===== config.mk =====
export PLATFORM = sky130hd
export DESIGN_NAME = seq_mul_unit
export DESIGN_NICKNAME = d
export VERILOG_FILES = /design/src/rtl/seq_mul_pkg.sv /design/src/rtl/mul_step.sv /design/src/rtl/seq_mul_unit.sv
export SDC_FILE = /design/constraint.sdc
export NUM_CORES = 1
export LEC_CHECK = 0
export CELL_PAD_IN_SITES_DETAIL_PLACEMENT = 0
export CELL_PAD_IN_SITES_GLOBAL_PLACEMENT = 1
export CORE_MARGIN = 1.5
export CORE_UTILIZATION = 38
export CTS_CLUSTER_SIZE = 40
export DETAILED_ROUTE_END_ITERATION = 10
export HOLD_SLACK_MARGIN = 0.08
export PLACE_DENSITY_LB_ADDON = 0.2
export SLEW_MARGIN = 20
export SYNTH_ARGS = -nofsm -noshare
export SYNTH_HDL_FRONTEND = slang
export SYNTH_SLANG_ARGS = --single-unit

===== constraint.sdc =====
create_clock -name clk -period 2.85 [get_ports clk]
set_clock_uncertainty 0.05 [all_clocks]
set_input_delay 0.7125 -clock clk [delete_from_list [all_inputs] [get_ports clk]]
set_output_delay 0.7125 -clock clk [all_outputs]
set_load 0.02 [all_outputs]

===== src/rtl/seq_mul_pkg.sv =====
// seq_mul_pkg: shared constants for the iterative shift-add multiplier.
//   Provides the FSM state encoding, the default operand width and the
//   radix-2 Booth decode codes (used only when SEQ_MUL_SIGNED_EN is defined).
package seq_mul_pkg;

  // Default operand width; the product is 2*WIDTH bits and takes WIDTH steps.
  localparam int SEQ_MUL_WIDTH = 16;

  // FSM state encoding.
  typedef enum logic [1:0] {
    S_IDLE = 2'd0,
    S_RUN  = 2'd1,
    S_DONE = 2'd2
  } state_t;

  // Booth decode on {MR[0], q_m1}.
  localparam logic [1:0] BOOTH_NOP0 = 2'b00;
  localparam logic [1:0] BOOTH_ADD  = 2'b01;
  localparam logic [1:0] BOOTH_SUB  = 2'b10;
  localparam logic [1:0] BOOTH_NOP1 = 2'b11;

endpackage


===== src/rtl/mul_step.sv =====
// mul_step: one combinational iteration of the ACC:MR multiplier.
//   Ports: acc/mr/md in -> acc_nxt/mr_nxt out (plus q_m1/q_m1_nxt in the
//   signed build). Optional macro SEQ_MUL_SIGNED_EN selects radix-2 Booth.
module mul_step
  import seq_mul_pkg::*;
#(
  parameter int WIDTH = SEQ_MUL_WIDTH
) (
  input  logic [WIDTH-1:0] acc,
  input  logic [WIDTH-1:0] mr,
  input  logic [WIDTH-1:0] md,
`ifdef SEQ_MUL_SIGNED_EN
  input  logic             q_m1,
  output logic             q_m1_nxt,
`endif
  output logic [WIDTH-1:0] acc_nxt,
  output logic [WIDTH-1:0] mr_nxt
);

  // WIDTH+1 bit partial sum: the extra bit is the carry (unsigned) or the
  // true sign (signed), so the product stays exact even for -2^(W-1) operands.
  logic [WIDTH:0] sum;

`ifdef SEQ_MUL_SIGNED_EN
  logic [WIDTH:0] acc_x;
  logic [WIDTH:0] md_x;

  always_comb begin
    acc_x = {acc[WIDTH-1], acc};
    md_x  = {md[WIDTH-1], md};
    case ({mr[0], q_m1})
      BOOTH_ADD: sum = acc_x + md_x;
      BOOTH_SUB: sum = acc_x - md_x;
      default:   sum = acc_x;
    endcase
  end

  assign q_m1_nxt = mr[0];
`else
  assign sum = {1'b0, acc} + (mr[0] ? {1'b0, md} : '0);
`endif

  // Shift {sum, MR} right by one: sum's top bit (carry or sign) lands in
  // the ACC MSB, and the bit leaving ACC enters the MR MSB.
  assign acc_nxt = sum[WIDTH:1];
  assign mr_nxt  = {sum[0], mr[WIDTH-1:1]};

endmodule


===== src/rtl/seq_mul_unit.sv =====
// seq_mul_unit: iterative WIDTH x WIDTH multiplier, one shift-add step per clock.
//   Ports: clk, rst_n (sync, active low), start/multiplicand/multiplier in;
//   busy, done (1-cycle pulse), product_hi (ACC), product_lo (MR) out.
//   Optional macro SEQ_MUL_SIGNED_EN: two's-complement radix-2 Booth variant.
module seq_mul_unit
  import seq_mul_pkg::*;
#(
  parameter int WIDTH = SEQ_MUL_WIDTH
) (
  input  logic             clk,
  input  logic             rst_n,
  input  logic             start,
  input  logic [WIDTH-1:0] multiplicand,
  input  logic [WIDTH-1:0] multiplier,
  output logic             busy,
  output logic             done,
  output logic [WIDTH-1:0] product_hi,
  output logic [WIDTH-1:0] product_lo
);

  localparam int CW = (WIDTH > 1) ? $clog2(WIDTH) : 1;
  localparam logic [CW-1:0] CNT_LAST = CW'(WIDTH - 1);

  state_t           state;
  logic [WIDTH-1:0] acc;
  logic [WIDTH-1:0] mr;
  logic [WIDTH-1:0] md;
  logic [CW-1:0]    cnt;
  logic [WIDTH-1:0] acc_nxt;
  logic [WIDTH-1:0] mr_nxt;

`ifdef SEQ_MUL_SIGNED_EN
  logic             q_m1;
  logic             q_m1_nxt;
`endif

  mul_step #(
    .WIDTH    (WIDTH)
  ) u_step (
    .acc      (acc),
    .mr       (mr),
    .md       (md),
`ifdef SEQ_MUL_SIGNED_EN
    .q_m1     (q_m1),
    .q_m1_nxt (q_m1_nxt),
`endif
    .acc_nxt  (acc_nxt),
    .mr_nxt   (mr_nxt)
  );

  assign product_hi = acc;
  assign product_lo = mr;

  // busy is registered and only drops on the cycle after the done pulse, so
  // it covers RUN, DONE and the done-pulse cycle. Gating start with !busy
  // keeps a start that arrives during the done pulse from being accepted.
  always_ff @(posedge clk) begin
    if (!rst_n) begin
      state <= S_IDLE;
      acc   <= '0;
      mr    <= '0;
      md    <= '0;
      cnt   <= '0;
      busy  <= 1'b0;
      done  <= 1'b0;
`ifdef SEQ_MUL_SIGNED_EN
      q_m1  <= 1'b0;
`endif
    end else begin
      case (state)
        S_IDLE: begin
          done <= 1'b0;
          busy <= 1'b0;
          if (start && !busy) begin
            md    <= multiplicand;
            mr    <= multiplier;
            acc   <= '0;
            cnt   <= '0;
            busy  <= 1'b1;
            state <= S_RUN;
`ifdef SEQ_MUL_SIGNED_EN
            q_m1  <= 1'b0;
`endif
          end
        end

        S_RUN: begin
          acc <= acc_nxt;
          mr  <= mr_nxt;
          cnt <= cnt + CW'(1);
`ifdef SEQ_MUL_SIGNED_EN
          q_m1 <= q_m1_nxt;
`endif
          if (cnt == CNT_LAST) begin
            state <= S_DONE;
          end
        end

        S_DONE: begin
          done  <= 1'b1;
          state <= S_IDLE;
        end

        default: begin
          state <= S_IDLE;
          busy  <= 1'b0;
          done  <= 1'b0;
        end
      endcase
    end
  end

endmodule


Word-level counts from Yosys, hierarchy flattened
Index checks and enable logic that the tools add are counted.
- add/subtract/negate cells: 2
- equality and inequality tests: 5
- muxes and demuxes: 13
- reduce and logical (&&, ||, !) cells: 8
- operators with widths (kind ; count):
    one-hot mux 16 bit (2 select lines) ; 2
    two-way mux 16 bit ; 3
    adder 16 x 17 -> 17 bit ; 1
    one-hot mux 4 bit (2 select lines) ; 1
    AND reduction 2 bit ; 3
    adder 4 x 1 -> 4 bit (second input constant) ; 1
    equality test 4 bit (second input constant) ; 1
    two-way mux 2 bit ; 2
    two-way mux 4 bit ; 1
    != test 2 bit (second input constant) ; 2
    one-hot mux 1 bit (2 select lines) ; 2
    one-hot mux 2 bit (2 select lines) ; 1
    equality test 2 x 1 -> 1 bit (second input constant) ; 1
    equality test 2 bit (second input constant) ; 1
    zero test 2 bit ; 1
    nonzero test 2 bit ; 1
    OR reduction 2 bit ; 1
    logical AND 1 bit ; 1
    zero test 1 bit ; 1
    two-way mux 1 bit ; 1
- register bits after elaboration: 56
- output and inout port bits: 34

Longest topological paths before layout
- depth after elaboration: 4
- depth in mapped cells: 11

Hierarchy
A second synthesis with hierarchy kept.
- cells, all modules: 411
- area total of the unflattened synthesis: 3520.9 um2
- modules (own cells, without submodules) (module ; instances ; cells an instance ; area each (um2) ; seq. area each (um2)):
    seq_mul_unit ; 1 ; 269 ; 2448.6 ; 1121.1
    mul_step ; 1 ; 142 ; 1072.3 ; 0.0

Worst setup path after synthesis
No wires, ideal clock.
- kind: register -> register
- start: reg mr[0], in the netlist product_lo[0]
- end: reg acc[10], in the netlist product_hi[10]
- library setup time: 0.117 ns
- arrival time: 2.292 ns
- slack: 0.391 ns
- cell stages (with the launch flop): 11
- path buffers: 1
- clock period less this slack: 2.459 ns
- cells stage by stage: dfxtp_1 clkbuf_1 nand2_1 inv_1 ha_1 a21o_1 a31oi_4 nand2_1 a21o_1 a211o_1 a32o_1
- cells in the longest elaborated chain, start to end: 3
- ends and longest elaborated chain (item ; line ; RTL):
    start, declared ; seq_mul_unit.sv:26 ; logic [WIDTH-1:0] mr;
    start signal, assigned ; seq_mul_unit.sv:76 ; mr <= multiplier;
    start signal, assigned ; seq_mul_unit.sv:89 ; mr <= mr_nxt;
    two-way mux 16 bit ; mul_step.sv:40 ; assign sum = {1'b0, acc} + (mr[0] ? {1'b0, md} : '0);
    adder 16 x 17 -> 17 bit ; mul_step.sv:40 ;
    one-hot mux 16 bit (2 select lines) ; seq_mul_unit.sv:70 ; case (state)
    end signal, assigned ; seq_mul_unit.sv:88 ; acc <= acc_nxt;
    end, declared ; seq_mul_unit.sv:25 ; logic [WIDTH-1:0] acc;
No other way between the ends.
A chain may end at the register's enable or synchronous reset.

Final worst setup path
- start: reg mr[0], in the netlist product_lo[0]
- end: reg acc[7], in the netlist product_hi[7]
The elaborated chain is that of the path after synthesis.

==> impl_metrics.toml <==
[sta]
finalSetupViolCount = 0
fmax_mhz = 381
period_minus_slack_ps = 2620
fin_crit_sh_pct = 92.0
slew_viol_final = 0
slew_headroom_pct = 46.1
finalHoldViolCount = 0
tightest_slew_ps = 809
rsz0062_at_grt = "no"
finalSetupTns_ps = 0
hold_ws_ps = 411

[detailed_routing]
routed_via_density = 5.21
dr.pass1.iters = 5
postRouteAntennaNets = 0
maxUsedRoutingLayer = "met4"
dr_wl_met2_mm = 3.48
wl_met1_mm = 3.83
dr_wl_met3_um = 410
wirelength_mm = 7.80
num_vias = 2829
drtIter0Drc = 91
routedWlPerCell_um = 14.4
drc = 0

[setup_path]
worstSetupStartpoint = "product_lo[0]"
worstPathMaxFanout = 18
path_class = "reg -> reg"
cp_data_required_time_ps = 3000
crit_arrival_ps = 2780
end_kind = "flop"
reg2reg_from = "product_lo[0]"
start_kind = "flop"

[clock_tree]
clock_latency_ps = 310
tritoncts = "built"
clkSinkCount = 56
htreeDepth = 2
cts_buffer_depth = 2
holdBufCountCts = 0
cts.clk_slew.worst_paths_ps = 100
post_cts_resized = 0
cts_root_buf = "clkbuf_8"
cts_buffers = 5
post_cts_buffers = 0

[logic_synthesis]
syn_area_per_cell_um2 = 8.68
synth_enable_flop_cells = 0
synthArstFlopShare_pct = 0
ys_types = 54
syn-num-nets = 433
synth-seq-cells = 56
synth_area_leaders = "dfxtp_1 34%, nand2_1 8.5%, ha_1 7.6%"
ys_warn_count = 0
synth-seq-area-share_pct = 34.3
syn_inst = 377
synthFlopType = "dfxtp_1"
yosysTopAreaCellShare_pct = 34.3
syn_area_um2 = 3270
yosysTopAreaCell = "dfxtp_1"

[grt]
overflow = 0
grt_pass1_wl_mm = 12.8
grt_pass1_vias = 2799
antenna_found_initial = 0
grt_max_degree = 41
gr-usage-all-layers_pct = 17.7

[floorplanning]
initial_core_util_pct = 39.4
die_width_um = 95.8
die-area_um2 = 9180
die_y_um = 95.8
core-area_um2 = 8300
pin_count = 69
rows = 33

[placed_design]
hpwlAfterDp_mm = 5.76
place_congestion = 0.868
io_buffers = 68

[power]
pwr_density_cell_nw_per_um2 = 431
peakVddDrop_mv = 0.292
leakage_nw = 1.77

[finish]
drive_above_1_share_pct = 6.62
nNetsFinal = 493
fillers = 800
num_antenna_cells = 0
area_delta_synth_final_pct = 27.1

[run_status]
outcome = "completed"

[hold_path]
min_path_type = "reg -> reg"
hp-start = "md[12]"

[flow_run]
maxCapViolations = 0
[stage by stage]
stage / power, mW / utilization, % / area (um2) / std cells / setup slack, ps
6_report: 1.79 / 50.1 / 4160 / 543 / 228
5_1_grt: 1.89 / 50.1 / 4160 / 543 / 22.9
4_1_cts: 1.82 / 50.1 / 4160 / 543 / 185
3_5_place_dp: 1.36 / 49.0 / 4070 / 535 / 222
3_3_place_gp: 1.36 / 49.0 / 4070 / 535 / 216
2_1_floorplan: 1.17 / - / 3270 / 377 / 391
[cells in the mapped netlist, drive strengths merged, types with 9 or more instances]
master and number:
nand2 74, dfxtp 56, and2 21, ha 20, mux2i 19, a21boi 18, a21oi 18, clkbuf 18
o211a 17, o21ai 16, nor2b 10, inv 9
[where the power goes]
group / total [mW] / internal [mW] / switching [mW]
combinational: 0.454 / 0.219 / 0.235
clock: 0.453 / 0.198 / 0.255
sequential: 0.885 / 0.840 / 0.0456
[flip-flops by register name, summed over array words and instances, names as in the netlist]
| name | count |
|---|---|
| md | 16 |
| busy | 1 |
| done | 1 |
| product_hi | 16 |
| cnt | 4 |
| product_lo | 16 |
| state | 2 |
[cell usage in the layout (no fill, tap or decap), drive strengths merged, types with 7 or more instances in the layout]
master         count
a22oi              8
ha                20
a21boi            18
nor2               7
clkdlybuf4s50     68
mux2i             19
a21oi             18
inv                9
o21ai             16
nor2b             10
dfxtp             56
clkbuf             7
nand3              7
buf                8
o211a             17
nand2             74
and2              21
[final timing paths]
kind | endpoint | slack [ps] | cells after the start
worst max-delay path | product_hi[7] | 230 | 10
worst min-delay path | md[12] | 410 | 2
worst max register to register | product_hi[7] | 230 | 10
worst min register to register | md[12] | 410 | 2
[cell families after synthesis]
| logic type | synth area share (%) |
|---|---|
| fa+ha+maj | 8.26 |
| xor+xnor | 2.68 |
| mux | 6.15 |
| buf+inv | 3.94 |
| flops | 34.3 |
| compound gates | 24.6 |
| simple gates | 20.1 |
[worst max-delay path, stage by stage, from the launching register on]
cell      delay [ps]
dfxtp_1          660
and2_1           240
ha_1             180
inv_1             50
fa_1             430
nor2b_4          140
o21a_1           140
o31ai_1           80
a21boi_1         190
o21ai_0          100
a32o_1           260
[per-layer routing]
layer	vias up	GRT usage, %
met1	1302	23.5
met5	-	0
li1	1446	-
met4	0	4.90
met2	72	28.7
met3	9	4.19
[final cells by class]
type | instances | area (um2) | share of cell area, %
repair buffers | 76 | 753 | 18.1
clock buffers | 7 | 86.3 | 2.08
multi-input cells | 289 | 2030 | 48.7
inverters | 9 | 33.8 | 0.812
well taps | 105 | 131 | 3.16
flip-flops and latches | 56 | 1120 | 26.9
clock inverters | 1 | 7.51 | 0.180
No activity file was read; power rests on OpenSTA's default activity.
